**config.mk**
```make
export PLATFORM = sky130hd
export DESIGN_NAME = imem_loader
export DESIGN_NICKNAME = d
export VERILOG_FILES = /design/src/rtl/imem_loader.sv
export SDC_FILE = /design/constraint.sdc
export NUM_CORES = 1
export LEC_CHECK = 0
export CAP_MARGIN = 20
export CELL_PAD_IN_SITES_DETAIL_PLACEMENT = 1
export CELL_PAD_IN_SITES_GLOBAL_PLACEMENT = 1
export CORE_MARGIN = 3
export CORE_UTILIZATION = 35
export DETAILED_ROUTE_END_ITERATION = 7
export GPL_TIMING_DRIVEN = 0
export PLACE_DENSITY = 0.75
export REMOVE_ABC_BUFFERS = 1
export SYNTH_ARGS = -nofsm -noshare
export SYNTH_HDL_FRONTEND = slang
export SYNTH_SLANG_ARGS = --single-unit
```
**constraint.sdc**
```tcl
create_clock -name clk -period 2.05 [get_ports clk]
set_input_delay 0.205 -clock clk [delete_from_list [all_inputs] [get_ports clk]]
set_output_delay 0.205 -clock clk [all_outputs]
set_load 0.05 [all_outputs]
```
**src/rtl/imem_loader.sv**
```systemverilog
// ---------------------------------------------------------------------------
// imem_loader
//
// Boot-time instruction memory loader. It receives a byte stream from a serial
// receiver, assembles 32-bit words and writes them to instruction memory. The
// CPU is held in reset for the whole session.
//
// Stream format: one header byte N (the word count, 1..2^ADDR_BIT), followed by
// N words of four bytes each, most significant byte first.
//
// Handshake (rx_valid / rx_ready): a byte is transferred on a rising edge
// where both rx_valid and rx_ready are high. The source holds rx_data and
// rx_valid stable until that edge. rx_valid while rx_ready is low is ignored.
// rx_ready depends only on the loader state, never on rx_valid.
//
// Ports
//   clk          in   system clock, rising edge
//   reset        in   synchronous active-high reset
//   start        in   one-cycle pulse, begins a session from IDLE or ERROR
//   rx_data      in   [7:0] received byte
//   rx_valid     in   rx_data valid
//   rx_ready     out  loader accepts a byte this cycle
//   mem_we       out  one-cycle instruction memory write strobe
//   mem_addr     out  [31:0] byte address of the word being written
//   mem_wdata    out  [31:0] word being written
//   cpu_hold     out  holds the CPU in reset while high
//   done         out  last session completed
//   error        out  last session aborted (bad header or timeout)
//   words_loaded out  [ADDR_BIT:0] words written in current/last session
//   o_dbg_state  out  [2:0] FSM state: 0 IDLE, 1 HEADER, 2 DATA, 3 WRITE, 4 ERROR
// ---------------------------------------------------------------------------
module imem_loader #(
  parameter int ADDR_BIT = 6,
  parameter int TIMEOUT  = 1000000
) (
  input  logic                clk,
  input  logic                reset,
  input  logic                start,
  input  logic [7:0]          rx_data,
  input  logic                rx_valid,
  output logic                rx_ready,
  output logic                mem_we,
  output logic [31:0]         mem_addr,
  output logic [31:0]         mem_wdata,
  output logic                cpu_hold,
  output logic                done,
  output logic                error,
  output logic [ADDR_BIT:0]   words_loaded,
  output logic [2:0]          o_dbg_state
);

  typedef enum logic [2:0] {
    S_IDLE   = 3'd0,
    S_HEADER = 3'd1,
    S_DATA   = 3'd2,
    S_WRITE  = 3'd3,
    S_ERROR  = 3'd4
  } state_t;

  // The idle counter only has to reach TIMEOUT-1.
  localparam int              TW      = (TIMEOUT > 2) ? $clog2(TIMEOUT) : 1;
  localparam logic [TW-1:0]   TO_LAST = TW'(TIMEOUT - 1);
  localparam logic [31:0]     MAX_N   = 32'(1) << ADDR_BIT;

  state_t              r_state;
  logic                r_rx_ready;
  logic                r_mem_we;
  logic [31:0]         r_mem_addr;
  logic [31:0]         r_mem_wdata;
  logic                r_cpu_hold;
  logic                r_done;
  logic                r_error;
  logic [ADDR_BIT:0]   r_words_loaded;
  logic [ADDR_BIT:0]   r_n;
  logic [1:0]          r_byte_idx;
  logic [23:0]         r_shift;
  logic [TW-1:0]       r_to_cnt;

  logic                w_xfer;
  logic [31:0]         w_hdr;
  logic                w_hdr_bad;
  logic [31:0]         w_word;
  logic [ADDR_BIT:0]   w_words_inc;
  logic                w_timeout;

  assign w_xfer      = rx_valid && r_rx_ready;
  assign w_hdr       = {24'd0, rx_data};
  assign w_hdr_bad   = (w_hdr == 32'd0) || (w_hdr > MAX_N);
  assign w_word      = {r_shift, rx_data};
  assign w_words_inc = r_words_loaded + (ADDR_BIT + 1)'(1);
  assign w_timeout   = (r_to_cnt == TO_LAST);

  always_ff @(posedge clk) begin
    if (reset) begin
      r_state        <= S_IDLE;
      r_rx_ready     <= 1'b0;
      r_mem_we       <= 1'b0;
      r_mem_addr     <= 32'd0;
      r_mem_wdata    <= 32'd0;
      r_cpu_hold     <= 1'b0;
      r_done         <= 1'b0;
      r_error        <= 1'b0;
      r_words_loaded <= '0;
      r_n            <= '0;
      r_byte_idx     <= 2'd0;
      r_shift        <= 24'd0;
      r_to_cnt       <= '0;
    end else begin
      case (r_state)
        S_IDLE, S_ERROR: begin
          if (start) begin
            r_state        <= S_HEADER;
            r_rx_ready     <= 1'b1;
            r_cpu_hold     <= 1'b1;
            r_done         <= 1'b0;
            r_error        <= 1'b0;
            r_words_loaded <= '0;
            r_byte_idx     <= 2'd0;
            r_to_cnt       <= '0;
          end
        end

        S_HEADER: begin
          // A byte arriving on the timeout edge still counts.
          if (w_xfer) begin
            r_to_cnt <= '0;
            if (w_hdr_bad) begin
              r_state    <= S_ERROR;
              r_rx_ready <= 1'b0;
              r_error    <= 1'b1;
            end else begin
              r_state    <= S_DATA;
              r_n        <= w_hdr[ADDR_BIT:0];
              r_byte_idx <= 2'd0;
            end
          end else if (w_timeout) begin
            r_state    <= S_ERROR;
            r_rx_ready <= 1'b0;
            r_error    <= 1'b1;
          end else begin
            r_to_cnt <= r_to_cnt + TW'(1);
          end
        end

        S_DATA: begin
          if (w_xfer) begin
            r_to_cnt <= '0;
            r_shift  <= {r_shift[15:0], rx_data};
            if (r_byte_idx == 2'd3) begin
              // Word complete: present it to memory on the next cycle.
              r_state     <= S_WRITE;
              r_rx_ready  <= 1'b0;
              r_mem_we    <= 1'b1;
              r_mem_addr  <= {{(30 - ADDR_BIT){1'b0}},
                              r_words_loaded[ADDR_BIT-1:0], 2'b00};
              r_mem_wdata <= w_word;
              r_byte_idx  <= 2'd0;
            end else begin
              r_byte_idx <= r_byte_idx + 2'd1;
            end
          end else if (w_timeout) begin
            r_state    <= S_ERROR;
            r_rx_ready <= 1'b0;
            r_error    <= 1'b1;
          end else begin
            r_to_cnt <= r_to_cnt + TW'(1);
          end
        end

        S_WRITE: begin
          r_mem_we       <= 1'b0;
          r_words_loaded <= w_words_inc;
          if (w_words_inc == r_n) begin
            r_state    <= S_IDLE;
            r_done     <= 1'b1;
            r_cpu_hold <= 1'b0;
          end else begin
            r_state    <= S_DATA;
            r_rx_ready <= 1'b1;
            r_byte_idx <= 2'd0;
          end
        end

        default: begin
          r_state    <= S_IDLE;
          r_rx_ready <= 1'b0;
          r_mem_we   <= 1'b0;
          r_cpu_hold <= 1'b0;
        end
      endcase
    end
  end

  assign rx_ready     = r_rx_ready;
  assign mem_we       = r_mem_we;
  assign mem_addr     = r_mem_addr;
  assign mem_wdata    = r_mem_wdata;
  assign cpu_hold     = r_cpu_hold;
  assign done         = r_done;
  assign error        = r_error;
  assign words_loaded = r_words_loaded;
  assign o_dbg_state  = r_state;

endmodule
```
; ---- After elaboration in Yosys (flattened, before gate mapping)
; Cells that the tools add are included.
[totals]
in_bits = 12
word_cells = 103
register_bits = 106
out_inout_bits = 79
[classes]
n_mux = 42
n_reduce_logical = 23
bitwise_logic = 3
order_cmp = 1
n_eq_ne = 18
n_addsub = 3
[ops]
columns = cell, count
row1 = 20-bit 2-to-1 mux, 3
row2 = 20-bit case mux with 2 select lines, 1
row3 = 32-bit zero test, 1
row4 = "20-bit by 1-bit adder with 20-bit output, second input constant", 1
row5 = "20-bit == test, second input constant", 1
row6 = 3-bit 2-to-1 mux, 6
row7 = 3-bit AND reduction, 6
row8 = 1-bit 2-to-1 mux, 16
row9 = "2-bit inequality test, second input constant", 8
row10 = 2-bit 2-to-1 mux, 7
row11 = 7-bit case mux with 2 select lines, 1
row12 = 3-bit case mux with 4 select lines, 1
row13 = "3-bit inequality test, second input constant", 3
row14 = "8-bit by 7-bit > comparator with 1-bit output, second input constant", 1
row15 = 2-bit case mux with 4 select lines, 1
row16 = 4-bit AND reduction, 2
row17 = "7-bit by 1-bit adder with 7-bit output, second input constant", 1
row18 = 7-bit == test, 1
row19 = 7-bit 2-to-1 mux, 1
row20 = "3-bit by 2-bit == test with 1-bit output, second input constant", 2
row21 = 1-bit case mux with 3 select lines, 2
row22 = 2-bit AND reduction, 3
row23 = 6-bit AND reduction, 1
row24 = 1-bit case mux with 2 select lines, 2
row25 = other kinds (14), 18

; ---- Longest topological paths before layout
; Gate-level depths: netlist (run 1).
[logic_depth]
word_depth = 5
ltp_mapped = 9
mapped_depth_nobuf = 6

; ---- Worst setup path after synthesis (run 1)
; No wires, ideal clock.
[synth_path]
kind = flip-flop to flip-flop
startpoint = reg r_words_loaded[0] (netlist: words_loaded[0])
endpoint = reg r_byte_idx[0]
slack_ps = -375
t_arrival_ps = 2334
path_buffers = 0
path_stages_with_launch = 7
t_required_ps = 1959
synth_period_minus_slack_ps = 2425
setup_ps = 91
path_cell_list = dfxtp_1 ha_1 nor2b_1 o21a_1 or4b_4 a211o_1 a311oi_1
[synth_between]
elab_chain_cells = 4
[synth_lines]
columns = item, line
row1 = from (decl), 73  ; logic [ADDR_BIT:0] r_words_loaded;
row2 = from (signal assigned), 172  ; r_words_loaded <= w_words_inc;
row3 = 7-bit by 1-bit adder with 7-bit output, 90  ; assign w_words_inc = r_words_loaded + (ADDR_BIT + 1)'(1);
row4 = 7-bit == test, 173  ; if (w_words_inc == r_n) begin
row5 = 2-bit inequality test (no source line), -
row6 = 6-bit AND reduction (no source line), -
row7 = to (signal assigned), 159  ; r_byte_idx <= r_byte_idx + 2'd1;
row8 = to (decl), 75  ; logic [1:0] r_byte_idx;
; No other way between the ends.
; A chain may end at the register's enable or synchronous reset.

; ---- Worst setup path after layout (run 1)
[layout_path]
startpoint = reg r_words_loaded[0] (netlist: words_loaded[0])
endpoint = reg r_cpu_hold (netlist: cpu_hold)
[layout_between]
elab_chain_cells = 4
[layout_lines]
columns = item, line
row1 = 7-bit by 1-bit adder with 7-bit output, 90
row2 = 7-bit == test, 173
row3 = 2-bit inequality test (no source line), -
row4 = 3-bit AND reduction (no source line), -
row5 = to (signal assigned), 100  ; r_cpu_hold <= 1'b0;
row6 = to (signal assigned), 176  ; r_cpu_hold <= 1'b0;
row7 = to (signal assigned), 188  ; r_cpu_hold <= 1'b0;
row8 = to (decl), 70  ; logic r_cpu_hold;
; No other way between the ends.

==> results of run 1 <==
## power by group
group | internal (mW) | total (mW) | switching [mW]
combinational | 0.106 | 0.429 | 0.324
clock | 0.887 | 1.76 | 0.872
sequential | 2.07 | 2.10 | 0.0323
total | 3.06 | 4.29 | 1.23
## placed cells by master (no fill, tap or decap), types with 3 or more instances in the layout
| cell type | netlist | routed |
|---|---|---|
| sky130_fd_sc_hd__and3_1 | 5 | 3 |
| sky130_fd_sc_hd__or4_1 | 9 | 9 |
| sky130_fd_sc_hd__a31oi_1 | 3 | 3 |
| sky130_fd_sc_hd__nand3_1 | 14 | 14 |
| sky130_fd_sc_hd__o21ai_1 | 4 | 3 |
| sky130_fd_sc_hd__clkdlybuf4s50_1 | 0 | 62 |
| sky130_fd_sc_hd__nand2b_1 | 4 | 3 |
| sky130_fd_sc_hd__o21a_1 | 4 | 3 |
| sky130_fd_sc_hd__mux2i_1 | 9 | 9 |
| sky130_fd_sc_hd__o21ai_0 | 12 | 12 |
| sky130_fd_sc_hd__inv_8 | 0 | 3 |
| sky130_fd_sc_hd__inv_1 | 5 | 5 |
| sky130_fd_sc_hd__xor2_1 | 4 | 4 |
| sky130_fd_sc_hd__a211oi_1 | 5 | 5 |
| sky130_fd_sc_hd__nand4_1 | 8 | 8 |
| sky130_fd_sc_hd__nor2_1 | 32 | 29 |
| sky130_fd_sc_hd__a311oi_1 | 8 | 6 |
| sky130_fd_sc_hd__a41oi_1 | 5 | 5 |
| sky130_fd_sc_hd__nor2b_1 | 4 | 3 |
| sky130_fd_sc_hd__clkbuf_16 | 0 | 9 |
| sky130_fd_sc_hd__nor3_1 | 6 | 6 |
| sky130_fd_sc_hd__nand2_1 | 146 | 144 |
| sky130_fd_sc_hd__buf_4 | 28 | 15 |
| sky130_fd_sc_hd__and4_1 | 4 | 4 |
| sky130_fd_sc_hd__a21oi_1 | 92 | 91 |
| sky130_fd_sc_hd__and3_4 | 1 | 3 |
| sky130_fd_sc_hd__and2_1 | 7 | 5 |
| sky130_fd_sc_hd__xnor2_1 | 3 | 3 |
| sky130_fd_sc_hd__o31ai_1 | 10 | 10 |
| sky130_fd_sc_hd__dfxtp_2 | 0 | 4 |
| sky130_fd_sc_hd__conb_1 | 1 | 26 |
| sky130_fd_sc_hd__or3_1 | 3 | 3 |
| sky130_fd_sc_hd__dfxtp_4 | 0 | 4 |
| sky130_fd_sc_hd__dfxtp_1 | 106 | 98 |
## path summary, 6_finish.rpt
check / startpoint / to / slack [ps] / depth (start not counted)
min reg2reg: r_shift[16]$_SDFFE_PP0P_ / mem_wdata[24]$_SDFFE_PP0P_ / 450 / 2
min: reset / mem_wdata[29]$_SDFFE_PP0P_ / 70 / 2
max reg2reg: words_loaded[0]$_SDFFE_PP0P_ / cpu_hold$_SDFFE_PP0P_ / 20 / 6
max: words_loaded[0]$_SDFFE_PP0P_ / cpu_hold$_SDFFE_PP0P_ / 20 / 6
## worst reg2reg max path: cells and delay by family, from the launching register on
family | cells | cell delay [ps]
simple gates | 2 | 630
compound gates | 3 | 740
fa+ha+maj | 1 | 170
flops | 1 | 360
## sequential cells by signal (all words and copies together) (netlist names), 2 cells and up
signal and cells:
r_n 7, r_shift 24, r_to_cnt 20, mem_wdata 32
r_byte_idx 2, words_loaded 7, o_dbg_state 3, mem_addr 6
## cell families (layout without fill, tap and decap cells)
logic type / Yosys count / after routing / synth area share
buffers and inverters: 69 / 105 / 0.0814
adder cells (fa/ha/maj): 3 / 3 / 0.00763
other: 1 / 26 / 0.000762
flip-flops: 106 / 106 / 0.431
AO/OA/AOI/OAI: 158 / 158 / 0.193
XOR/XNOR: 8 / 8 / 0.0158
multiplexers: 9 / 9 / 0.0183
AND/OR/NAND/NOR: 260 / 262 / 0.252
## layout make-up
type | instances | area (um2)
clock buffers | 10 | 239
clock inverters | 6 | 57.6
fillers | 1596 | 7340
inverters | 6 | 22.5
multi-input cells | 466 | 2660
flip-flops and latches | 106 | 2140
well taps | 176 | 220
repair buffers | 83 | 826
## metal layers
metal / GRT usage / routed length, um
met3: 0.0240 / 469
met2: 0.291 / 6900
met4: 0.0658 / 278
met5: 0 / 0
met1: 0.229 / 6520
## repair_timing
item	in CTS	in global routing
setup buffers	7	8
pin swaps	7	7
gates cloned	1	1
setup endpoints to repair	99	37
hold buffers	0	0
resized for setup	31	17
==> key figures, run 1 <==
Outcome
  – Status: finished clean

Timing
  – Slew margin rel.: 0.627
  – Final Cycle Share: 0.990
  – Setup repair after global routing missed its margin: true
  – Post-layout min period: 2030 ps
  – Worst hold slack across all endpoints: 66.2 ps
  – Worst clock skew: 7.99 ps
  – Final Worst Setup Slack: 20.3 ps
  – Actual slew at the worst max-slew pin: 558 ps
  – Number of pins with negative max-slew slack in the final report: 0
  – Final-report setup violation count: 0
  – Highest clock rate: 0.493 GHz
  – Sum Neg Setup Slack: 0 ps
  – Hold violation total from the final report: 0

Setup path
  – Worst Path Max Fanout: 5
  – Category of the worst setup path capture point: flop
  – Worst Path Arrival: 2260 ps
  – Series of cell instances along the critical path: ha_4 > nor2b_4 > o21a_1 > or4b_4 > a211oi_1 > a31oi_1
  – Critical path required time: 2280 ps
  – CP startpoint kind: flop
  – Delay of the slowest critical-path stage: 500 ps
  – Critical Path Slowest Stage Cell: sky130_fd_sc_hd__or4b_4
  – Kind of cell with the highest combined delay on the critical path: compound AO/OA/AOI/OAI gates
  – Worst Setup Path Type: reg -> reg
  – Worst path bufs/invs: 0

Power
  – Final total power: 4.29 mW
  – Leakage component of the power: 2.04 nW
  – PwrDens: 696 nW/um2
  – Worst supply voltage drop on vdd: 0.000341 V

Floorplanning
  – Chip Height: 125 um
  – Core box area: 13500 um2
  – Number of primary I/O pins: 91
  – Die Span X: 125 um
  – Starting Density: 0.364
  – Floorplan die area: 15500 um2
  – Cell row count: 42

CTS
  – Clock Root Buffer: sky130_fd_sc_hd__clkbuf_16
  – Number of sinks handled by clock tree synthesis: 106
  – Clock buffer depth: 2
  – Post-CTS clock slew at the launch and capture registers of the worst setup and hold paths: 80 ps
  – Clock latency on the worst-skew pair: 360 ps
  – CTS Buf Count: 9
  – TritonCTS clock tree: built
  – Depth of the CTS H-tree: 3

Final layout
  – Cell area after layout: 6160 um2
  – Fraction of layout instances using a drive strength above 1: 0.120
  – Antenna diode count: 0
  – Area overhead of the layout relative to synthesis: 25.3%
  – Final core area utilization: 0.456
  – Number of nets in the final layout: 687
  – Final std cells w/o fill: 853

Placed design
  – Area after detailed placement: 5560 um2
  – Routability-driven placement congestion ratio: 0.828
  – Pre-CTS WS: -1260 ps
  – Sum of net half-perimeters after detailed placement: 8820 um
  – Number of buffer cells added on primary ports: 64
  – Placed Cells: 820

Detailed routing
  – Routed length per placed instance: 16.6 um
  – DRT Pass-1 Iters: 4
  – ANT nets after route: 0
  – Overall via count from detail_route: 4553
  – Routed vias/inst: 5.34
  – WL final: 14200 um
  – DRC violation count after routing: 0
  – Number of design-rule violations left by the first detailed-router iteration: 288

Yosys
  – Synthesized instance count: 614
  – Cell type with the highest aggregate area in the netlist: sky130_fd_sc_hd__dfxtp_1
  – Total number of yosys warnings: 0
  – Largest cells by area after synthesis: sky130_fd_sc_hd__dfxtp_1 43%, sky130_fd_sc_hd__nand2_1 11%, sky130_fd_sc_hd__a21oi_1 9.4%, sky130_fd_sc_hd__buf_4 4.3%, sky130_fd_sc_hd__nor2_1 2.4%
  – Number of enable flip-flop cells after synthesis: 0
  – Most common cell in the netlist: sky130_fd_sc_hd__nand2_1
  – Number of synthesized register bits: 106
  – Prevailing post-synth register cell: sky130_fd_sc_hd__dfxtp_1
  – Cell variety after synth: 62
  – Summed instance area of the synthesized netlist: 4920 um2
  – Sequential share of the synthesized area: 0.431
  – Fraction of synthesized cell area taken by the top area cell type: 0.431
  – Post-synth ARST share: 0
  – Synth cell count leaders: 146 x sky130_fd_sc_hd__nand2_1, 106 x sky130_fd_sc_hd__dfxtp_1, 92 x sky130_fd_sc_hd__a21oi_1
  – Synthesized area per cell: 8.01 um2

Flow run
  – Max-cap viol count: 0

Global routing
  – Total grt overflow: 0
  – Overall Global Routing Usage: 0.174
  – Maximum number of pins on one net before global-route repair: 93
  – Antenna violations before repair: 0
  – Via count of the first global-routing pass: 4513
  – Wire length of the first global-routing pass: 22800 um

Min path
  – Min-Delay Path Class: in -> reg
Note: power is estimated with default switching activity, not from simulation.
==> run 2: changes to the inputs <==
- CTS_CLUSTER_SIZE: default -> 25
==> results of run 2 <==
The final DEF is identical to that of run 1; final timing and power are the same.
